$ cat config.mk
export PLATFORM = sky130hd
export DESIGN_NAME = tile_io_exerciser_flat
export DESIGN_NICKNAME = d
export VERILOG_FILES = /design/src/rtl/tile_io_exerciser_if.sv /design/src/rtl/tile_io_exerciser.sv /design/src/flat_wrapper.sv
export SDC_FILE = /design/constraint.sdc
export NUM_CORES = 1
export LEC_CHECK = 0
export BUFFER_PORTS_ARGS = -buffer_cell sky130_fd_sc_hd__clkbuf_2
export CAP_MARGIN = 20
export CORE_AREA = 2 2 70 72
export CTS_BUF_LIST = sky130_fd_sc_hd__clkbuf_2 sky130_fd_sc_hd__clkbuf_4 sky130_fd_sc_hd__clkbuf_8
export DETAILED_ROUTE_END_ITERATION = 8
export DIE_AREA = 0 0 72 74
export PLACE_DENSITY = 0.83
export SLEW_MARGIN = 20
export SYNTH_ARGS = -nofsm -noshare
export SYNTH_HDL_FRONTEND = slang
export SYNTH_SLANG_ARGS = --single-unit
$ cat constraint.sdc
create_clock -name clk -period 3.71 [get_ports clk]
set_input_delay 0.742 -clock clk [delete_from_list [all_inputs] [get_ports clk]]
set_output_delay 0.742 -clock clk [all_outputs]
set_load 0.01 [all_outputs]
$ cat src/rtl/tile_io_exerciser_if.sv
// Bundle between the tile I/O exerciser and its driver: run control,
// tile stimulus/response bytes and run status/result.
interface tile_io_exerciser_if;
  logic        start;
  logic [7:0]  pattern_count;
  logic [2:0]  settle;
  logic [7:0]  dut_uo;
  logic [7:0]  dut_ui;
  logic        busy;
  logic        done;
  logic [15:0] signature;
  logic [7:0]  vec_idx;

  // Exerciser side
  modport slave (
    input  start, pattern_count, settle, dut_uo,
    output dut_ui, busy, done, signature, vec_idx
  );

  // Controller side
  modport master (
    output start, pattern_count, settle, dut_uo,
    input  dut_ui, busy, done, signature, vec_idx
  );
endinterface

$ cat src/rtl/tile_io_exerciser.sv
// Tile I/O exerciser: drives a sequence of stimulus bytes into a tile,
// waits a programmable settle time per vector, and compresses the tile
// response into a 16-bit MISR signature.
// Build option: define TILE_EXERCISER_LFSR_EN to source stimulus from an
// 8-bit Fibonacci LFSR; otherwise vector i is simply the index i.
module tile_io_exerciser #(
  parameter logic [7:0]  LFSR_SEED = 8'hA5,
  parameter logic [15:0] SIG_INIT  = 16'hFFFF
) (
  input logic           clk,
  input logic           rst_n,
  tile_io_exerciser_if.slave io
);

  localparam logic [1:0] IDLE   = 2'd0;
  localparam logic [1:0] SETTLE = 2'd1;
  localparam logic [1:0] SAMPLE = 2'd2;
  localparam logic [1:0] DONE   = 2'd3;

  logic [1:0]  state;
  logic [7:0]  count_q;
  logic [2:0]  settle_q;
  logic [2:0]  cnt;
  logic [7:0]  dut_ui_q;
  logic [7:0]  vec_idx_q;
  logic [15:0] sig_q;

  logic [7:0]  first_vec;
  logic [7:0]  next_vec;
  logic        last_vec;
  logic        fb;

`ifdef TILE_EXERCISER_LFSR_EN
  logic [7:0] lfsr_q;

  assign first_vec = LFSR_SEED;
  assign next_vec  = {lfsr_q[6:0], lfsr_q[7] ^ lfsr_q[5] ^ lfsr_q[4] ^ lfsr_q[3]};

  // LFSR reloads at every accepted start and steps once per vector advance
  always_ff @(posedge clk or negedge rst_n) begin
    if (!rst_n) begin
      lfsr_q <= LFSR_SEED;
    end else if (state == IDLE && io.start) begin
      lfsr_q <= LFSR_SEED;
    end else if (state == SAMPLE && !last_vec) begin
      lfsr_q <= next_vec;
    end
  end
`else
  assign first_vec = '0;
  assign next_vec  = vec_idx_q + 8'd1;
`endif

  // count of 0 wraps to 255 here, giving a 256-vector run
  assign last_vec = (vec_idx_q == count_q - 8'd1);
  assign fb       = sig_q[15] ^ sig_q[14] ^ sig_q[12] ^ sig_q[3];

  // Run sequencer: latch config, step vectors, fold responses into the MISR
  always_ff @(posedge clk or negedge rst_n) begin
    if (!rst_n) begin
      state     <= IDLE;
      count_q   <= '0;
      settle_q  <= '0;
      cnt       <= '0;
      dut_ui_q  <= '0;
      vec_idx_q <= '0;
      sig_q     <= '0;
    end else begin
      case (state)
        IDLE: begin
          dut_ui_q <= '0;
          if (io.start) begin
            count_q   <= io.pattern_count;
            settle_q  <= io.settle;
            cnt       <= io.settle;
            vec_idx_q <= '0;
            sig_q     <= SIG_INIT;
            dut_ui_q  <= first_vec;
            state     <= SETTLE;
          end
        end
        SETTLE: begin
          if (cnt == '0) begin
            state <= SAMPLE;
          end else begin
            cnt <= cnt - 3'd1;
          end
        end
        SAMPLE: begin
          sig_q <= {sig_q[14:0], fb} ^ {8'h00, io.dut_uo};
          if (last_vec) begin
            dut_ui_q <= '0;
            state    <= DONE;
          end else begin
            vec_idx_q <= vec_idx_q + 8'd1;
            dut_ui_q  <= next_vec;
            cnt       <= settle_q;
            state     <= SETTLE;
          end
        end
        default: begin
          state <= IDLE;
        end
      endcase
    end
  end

  assign io.dut_ui    = dut_ui_q;
  assign io.vec_idx   = vec_idx_q;
  assign io.signature = sig_q;
  assign io.busy      = (state == SETTLE) || (state == SAMPLE);
  assign io.done      = (state == DONE);

endmodule

$ cat src/flat_wrapper.sv
// flat-port wrapper written by rule: the top's interface ports become plain ports
module tile_io_exerciser_flat 
#(
  parameter logic [7:0]  LFSR_SEED = 8'hA5,
  parameter logic [15:0] SIG_INIT  = 16'hFFFF
)
  (clk, rst_n, io_start, io_pattern_count, io_settle, io_dut_uo, io_dut_ui, io_busy, io_done, io_signature, io_vec_idx);
  tile_io_exerciser_if io_i ();
  input logic clk;
  input logic rst_n;
  input wire logic [$bits(io_i.start)-1:0] io_start;
  input wire logic [$bits(io_i.pattern_count)-1:0] io_pattern_count;
  input wire logic [$bits(io_i.settle)-1:0] io_settle;
  input wire logic [$bits(io_i.dut_uo)-1:0] io_dut_uo;
  output wire logic [$bits(io_i.dut_ui)-1:0] io_dut_ui;
  output wire logic [$bits(io_i.busy)-1:0] io_busy;
  output wire logic [$bits(io_i.done)-1:0] io_done;
  output wire logic [$bits(io_i.signature)-1:0] io_signature;
  output wire logic [$bits(io_i.vec_idx)-1:0] io_vec_idx;
  assign io_i.start = io_start;
  assign io_i.pattern_count = io_pattern_count;
  assign io_i.settle = io_settle;
  assign io_i.dut_uo = io_dut_uo;
  assign io_dut_ui = io_i.dut_ui;
  assign io_busy = io_i.busy;
  assign io_done = io_i.done;
  assign io_signature = io_i.signature;
  assign io_vec_idx = io_i.vec_idx;
  tile_io_exerciser #(.LFSR_SEED(LFSR_SEED), .SIG_INIT(SIG_INIT)) u_core (.clk(clk), .rst_n(rst_n), .io(io_i));
endmodule
## Word level (Yosys, flattened, before mapping)

Index checks and enable logic that the tools add are counted.

| storage, ports and cells | value |
|---|---|
| bits in registers | 48 |
| logic and storage cells | 47 |

| operators by class | value |
|---|---|
| add/sub/neg operators | 3 |
| equality and inequality tests | 8 |
| multiplexer cells | 15 |
| bitwise operators | 4 |
| reductions and logical operators | 10 |

Operator list:

| kind | count |
|---|---|
| $pmux 16 s2 | 1 |
| $pmux 8 s2 | 2 |
| $mux 8 | 3 |
| $mux 16 | 1 |
| $xor 16x8->16 | 1 |
| $mux 3 | 3 |
| $pmux 3 s3 | 1 |
| $add 8x1->8 const B | 1 |
| $eq 8x8->1 | 1 |
| $sub 8x1->8 const B | 1 |
| $mux 2 | 3 |
| $ne 2x2->1 const B | 3 |
| $pmux 2 s3 | 1 |
| $reduce_and 2->1 | 3 |
| $eq 2x2->1 const B | 2 |
| $reduce_and 4->1 | 1 |
| $logic_not 3->1 | 1 |
| $reduce_and 3->1 | 1 |
| $reduce_bool 3->1 | 1 |
| $sub 3x1->3 const B | 1 |
| $xor 1x1->1 | 3 |
| $eq 2x1->1 const B | 1 |
| $logic_not 2->1 | 1 |
| $ne 2x1->1 const B | 1 |
| 2 further kinds | 2 |

## Longest topological paths before layout

| depth | value |
|---|---|
| word-level depth | 5 |
| mapped depth | 9 |
| mapped depth without buffers | 8 |

## Worst setup path after synthesis

Ideal clock, no wire load.

| timing | value |
|---|---|
| path type | reg2reg |
| start | reg u_core.count_q[0] |
| end | reg u_core.cnt[2] |
| setup time | 0.128 ns |
| data arrival time | 2.131 ns |
| data required time | 3.582 ns |
| path slack | 1.451 ns |
| stages on the path, launching flop included | 9 |
| clock period less this slack | 2.259 ns |
| cells stage by stage | dfrtp_1 > inv_1 > ha_1 > xnor2_1 > a21oi_1 > a2111oi_2 > o211ai_2 > o211ai_2 > mux2_1 |

| on the way | value |
|---|---|
| word-level cells in the longest chain between the ends | 4 |

Ends and longest elaborated chain:

| element | line | source |
|---|---|---|
| start: declaration | tile_io_exerciser.sv:21 | `logic [7:0] count_q;` |
| start signal: assignment | tile_io_exerciser.sv:73 | `count_q <= io.pattern_count;` |
| $sub 8x1->8 | tile_io_exerciser.sv:55 | `assign last_vec = (vec_idx_q == count_q - 8'd1);` |
| $eq 8x8->1 | tile_io_exerciser.sv:55 |  |
| $ne 2x2->1 (no line) | -- |  |
| $reduce_and 4->1 (no line) | -- |  |
| end signal: assignment | tile_io_exerciser.sv:75 | `cnt <= io.settle;` |
| end signal: assignment | tile_io_exerciser.sv:86 | `cnt <= cnt - 3'd1;` |
| end signal: assignment | tile_io_exerciser.sv:97 | `cnt <= settle_q;` |
| end: declaration | tile_io_exerciser.sv:23 | `logic [2:0] cnt;` |

Every way passes these cells.
A chain may end at the register's enable or synchronous reset.

## Worst setup path in the final report

Same ends and word-level chain as after synthesis.

==> summary.md <==
| Metric | Value |
|---|---|
| Cell Chain, Critical Path | `inv_1 > ha_1 > xnor2_1 > a21oi_1 > a2111oi_2 > o211ai_2 > o211ai_2 > mux2_1` |
| Number of global-route vias before repair | `1990` |
| EDFF count, synth | `0` |
| RSZ-0062 raised after global routing | `false` |
| Io pins | `56` |
| Antenna cells | `0` |
| Setup TNS | `0 ps` |
| Slew Viols, Final | `0` |
| Fmax | `351.7 MHz` |
| Gr usage total | `22.16%` |
| Chip height | `74 µm` |
| Seq/Total Area, Yosys | `a little under half` |
| Die Area | `roughly 5300 µm²` |
| Root buffer cell | `clkbuf_8` |
| Cell Count Post-Placement | `between 300 and 400` |
| PwrDens | `466.1 nW/µm²` |
| Most instantiated cells after synthesis | `dfrtp_1, nand2_1, o22a_1` |
| Clk_lat worst skew | `300 ps` |
| Remaining Overflow, GRT | `0` |
| Cells after Synth | `238` |
| Setup-failing EPs final | `0` |
| Logic gate share of total power | `24.6%` |
| Ys async rst share | `100.0%` |
| GR Layer Usage met1 | `27.80%` |
| Worst Path Required | `3890 ps` |
| Post-DP HPWL | `3786 µm` |
| Power share of the clock group | `25.7%` |
| Mapped cell area | `2615 µm²` |
| Crit path buffers/inverters | `1` |
| Crit end category | `register` |
| Synth Flop Type | `dfrtp_1` |
| Via Count | `1994` |
| Arrival time at the worst endpoint | `about 3000 ps` |
| Vias per cell | `~5.9` |
| DRT Pass-1 Iters | `4` |
| Register share of total power | `just under 50%` |
| Largest area contributor in the netlist | `dfrtp_1` |
| CP delay by family, top | `compound AO/OA/AOI/OAI gates` |
| Post-CTS sizing | `0` |
| H-tree levels | `2` |
| CTS buffer count | `5` |
| Iteration-0 DRC Markers | `108` |
| Die Width | `72 µm` |
| Switch Pwr | `399.1 µW` |
| Synth-to-layout area growth | `14.83%` |
| Share of cells above drive strength 1 | `29.02%` |
| Sw Ratio | `28.52%` |
| Global-route wire length before repair | `9128 µm` |
| Drt wl/cell | `16.06 µm` |
| Netlist cell types | `50` |
| Synth top area share | `45.93%` |
| Initial antenna violation count | `0` |
| CP dominant cell by count | `o211ai_2` |
| Post-route DRC | `0` |
| P_int | `1000 µW` |
| CTS tree | `yes` |
| CP max-delay cell | `o211ai_2` |
| GR peak layer | `met2` |
| Pleak | `0.001428 µW` |
| Worst hold path type | `reg -> reg` |
| Final worst path period need | `~2800 ps` |
| Most frequent cell after synthesis | `dfrtp_1` |
| Max FO, Critical Path | `25` |
| Worst relative slew slack | `31.87%` |
| Synthesized flop and latch total | `48` |
| Max Root-Sink Buffers | `2` |
| Fill cell count | `368` |
| Core area | `between 4000 and 5000 µm²` |
| Hold Fails Final Rpt | `0` |
| Crit path kind | `reg -> reg` |
| Critical path startpoint category | `register` |
| Syn Nets | `269` |
| Peak VDD IR | `417.8 µV` |
| Starting Density | `a little under three fifths` |
| Syn_area_per_cell | `10.99 µm²` |
| Synth warn | `0` |
| FP Rows | `25` |
| GP Congestion | `~0.85` |
| Max incr delay on CP | `490 ps` |
| Fin Clk Skew | `5.159 ps` |
| Number of routed nets with antenna violations | `0` |
| Pin count of the biggest net entering global routing | `35` |
| Clock sinks | `48` |
| IO Port Bufs | `55` |
| Met3 Resource Use GR | `~4.7%` |
| Status | `completed` |
| Nets | `about 320` |
| Final Instance Count excl. Fillers | `340` |
| GR Util met2 | `37.96%` |
| Slew @ Worst Pin | `a little over 1000 ps` |
| Maxcap violations | `0` |
| Post-Route WL | `5462 µm` |
| Clk pin slew, worst setup/hold paths | `around 80 ps` |
| Final period util | `76.63%` |
| Ranking of synthesized cells by area | `dfrtp_1, o22a_1, mux2_2` |
| Setup Buffers After CTS | `0` |
| CTS Hold Bufs | `0` |
## metal layers
layer,share of wire (%),vias up,wire length [µm]
li1,-,966,-
met1,43,965,2325
met2,51,54,2809
met3,4.5,9,246
met4,1.5,0,80
met5,0,-,0
## worst paths after layout
check / start / to / slack (ps) / cells past startpoint
max: u_core.count_q[0]$_DFFE_PN0P_ / u_core.cnt[2]$_DFFE_PN0P_ / 870 / 8
min in group asynchronous: rst_n / u_core.io.signature[7]$_DFFE_PN0P_ / 530 / 1
max in group asynchronous: rst_n / u_core.count_q[1]$_DFFE_PN0P_ / 2450 / 2
min reg2reg: u_core.io.dut_ui[4]$_DFFE_PN0N_ / u_core.io.dut_ui[4]$_DFFE_PN0N_ / 500 / 1
max reg2reg: u_core.count_q[0]$_DFFE_PN0P_ / u_core.cnt[2]$_DFFE_PN0P_ / 870 / 8
min: u_core.io.dut_ui[4]$_DFFE_PN0N_ / u_core.io.dut_ui[4]$_DFFE_PN0N_ / 500 / 1
## final cells by class
type	count	area [µm²]	area share, %
clock buffers	5	68.82	2.292
well taps	54	67.56	2.250
inverters	9	33.78	1.125
clock inverters	1	30.03	1.000
multi-input cells	166	1311	43.67
repair buffers	57	290.3	9.667
flip-flops and latches	48	1201	40.00
## power by group through the flow
stage / clock [µW] / combinational (µW) / sequential, µW
3_3_place_gp: 0 / 336 / 702
6_report: 359 / 345 / 696
4_1_cts: 364 / 349 / 696
3_5_place_dp: 0 / 347 / 707
5_1_grt: 386 / 373 / 713
2_1_floorplan: 0 / 168 / 741
## worst reg2reg max path: stages (launching register included)
cell       delay [ps]
dfrtp_1           460
inv_1              70
ha_1              250
xnor2_1           250
a21oi_1            80
a2111oi_2         360
o211ai_2          490
o211ai_2          420
mux2_1            350
## state kept, by name, summed over array words and instances, names as in the netlist
name,cells
u_core.state,2
u_core.settle_q,3
u_core.io.dut_ui,8
u_core.io.vec_idx,8
u_core.count_q,8
u_core.io.signature,16
u_core.cnt,3
## kinds of logic after synthesis
group	Yosys count	share of synthesized area (%)
adder cells (fa/ha/maj)	9	4.306
multiplexers	16	6.699
AO/OA/AOI/OAI	60	18.99
buffers and inverters	24	3.924
flip-flops	48	45.93
XOR/XNOR	25	8.373
AND/OR/NAND/NOR	56	11.77
## through the flow
stage                     hold WS, ps  util, %  setup slack, ps  cell area [µm²]  power, µW
after global routing            524.1    65.31            606.9             3003       1471
after global placement          477.9    63.16            963.6             2904       1038
after CTS                       503.8    65.31            873.0             3003       1410
final                           500.5    65.31            867.0             3003       1400
after floorplan                 446.4        -             1451             2615      908.4
after detailed placement        484.6    63.16            895.7             2904       1054
## placed cells by master (no fill, tap or decap), drive strengths merged, types with 2 or more instances in the layout
cell type / synthesis / routed
clkbuf: 10 / 60
xor2: 13 / 13
o22a: 16 / 16
nand3: 6 / 6
nand2b: 4 / 4
buf: 5 / 2
nor2b: 2 / 2
nor3: 3 / 3
a22oi: 3 / 3
nand2: 16 / 16
a31oi: 2 / 2
mux2: 12 / 12
and3: 4 / 4
mux2i: 4 / 4
nor4b: 3 / 3
o21ai: 7 / 7
xnor2: 12 / 12
a32o: 9 / 9
o211ai: 3 / 3
ha: 9 / 9
a211o: 3 / 3
nor2: 8 / 8
nor4: 2 / 2
a21oi: 7 / 7
dfrtp: 48 / 48
inv: 9 / 9
nor3b: 2 / 2
Note: power is estimated with default switching activity, not from simulation.
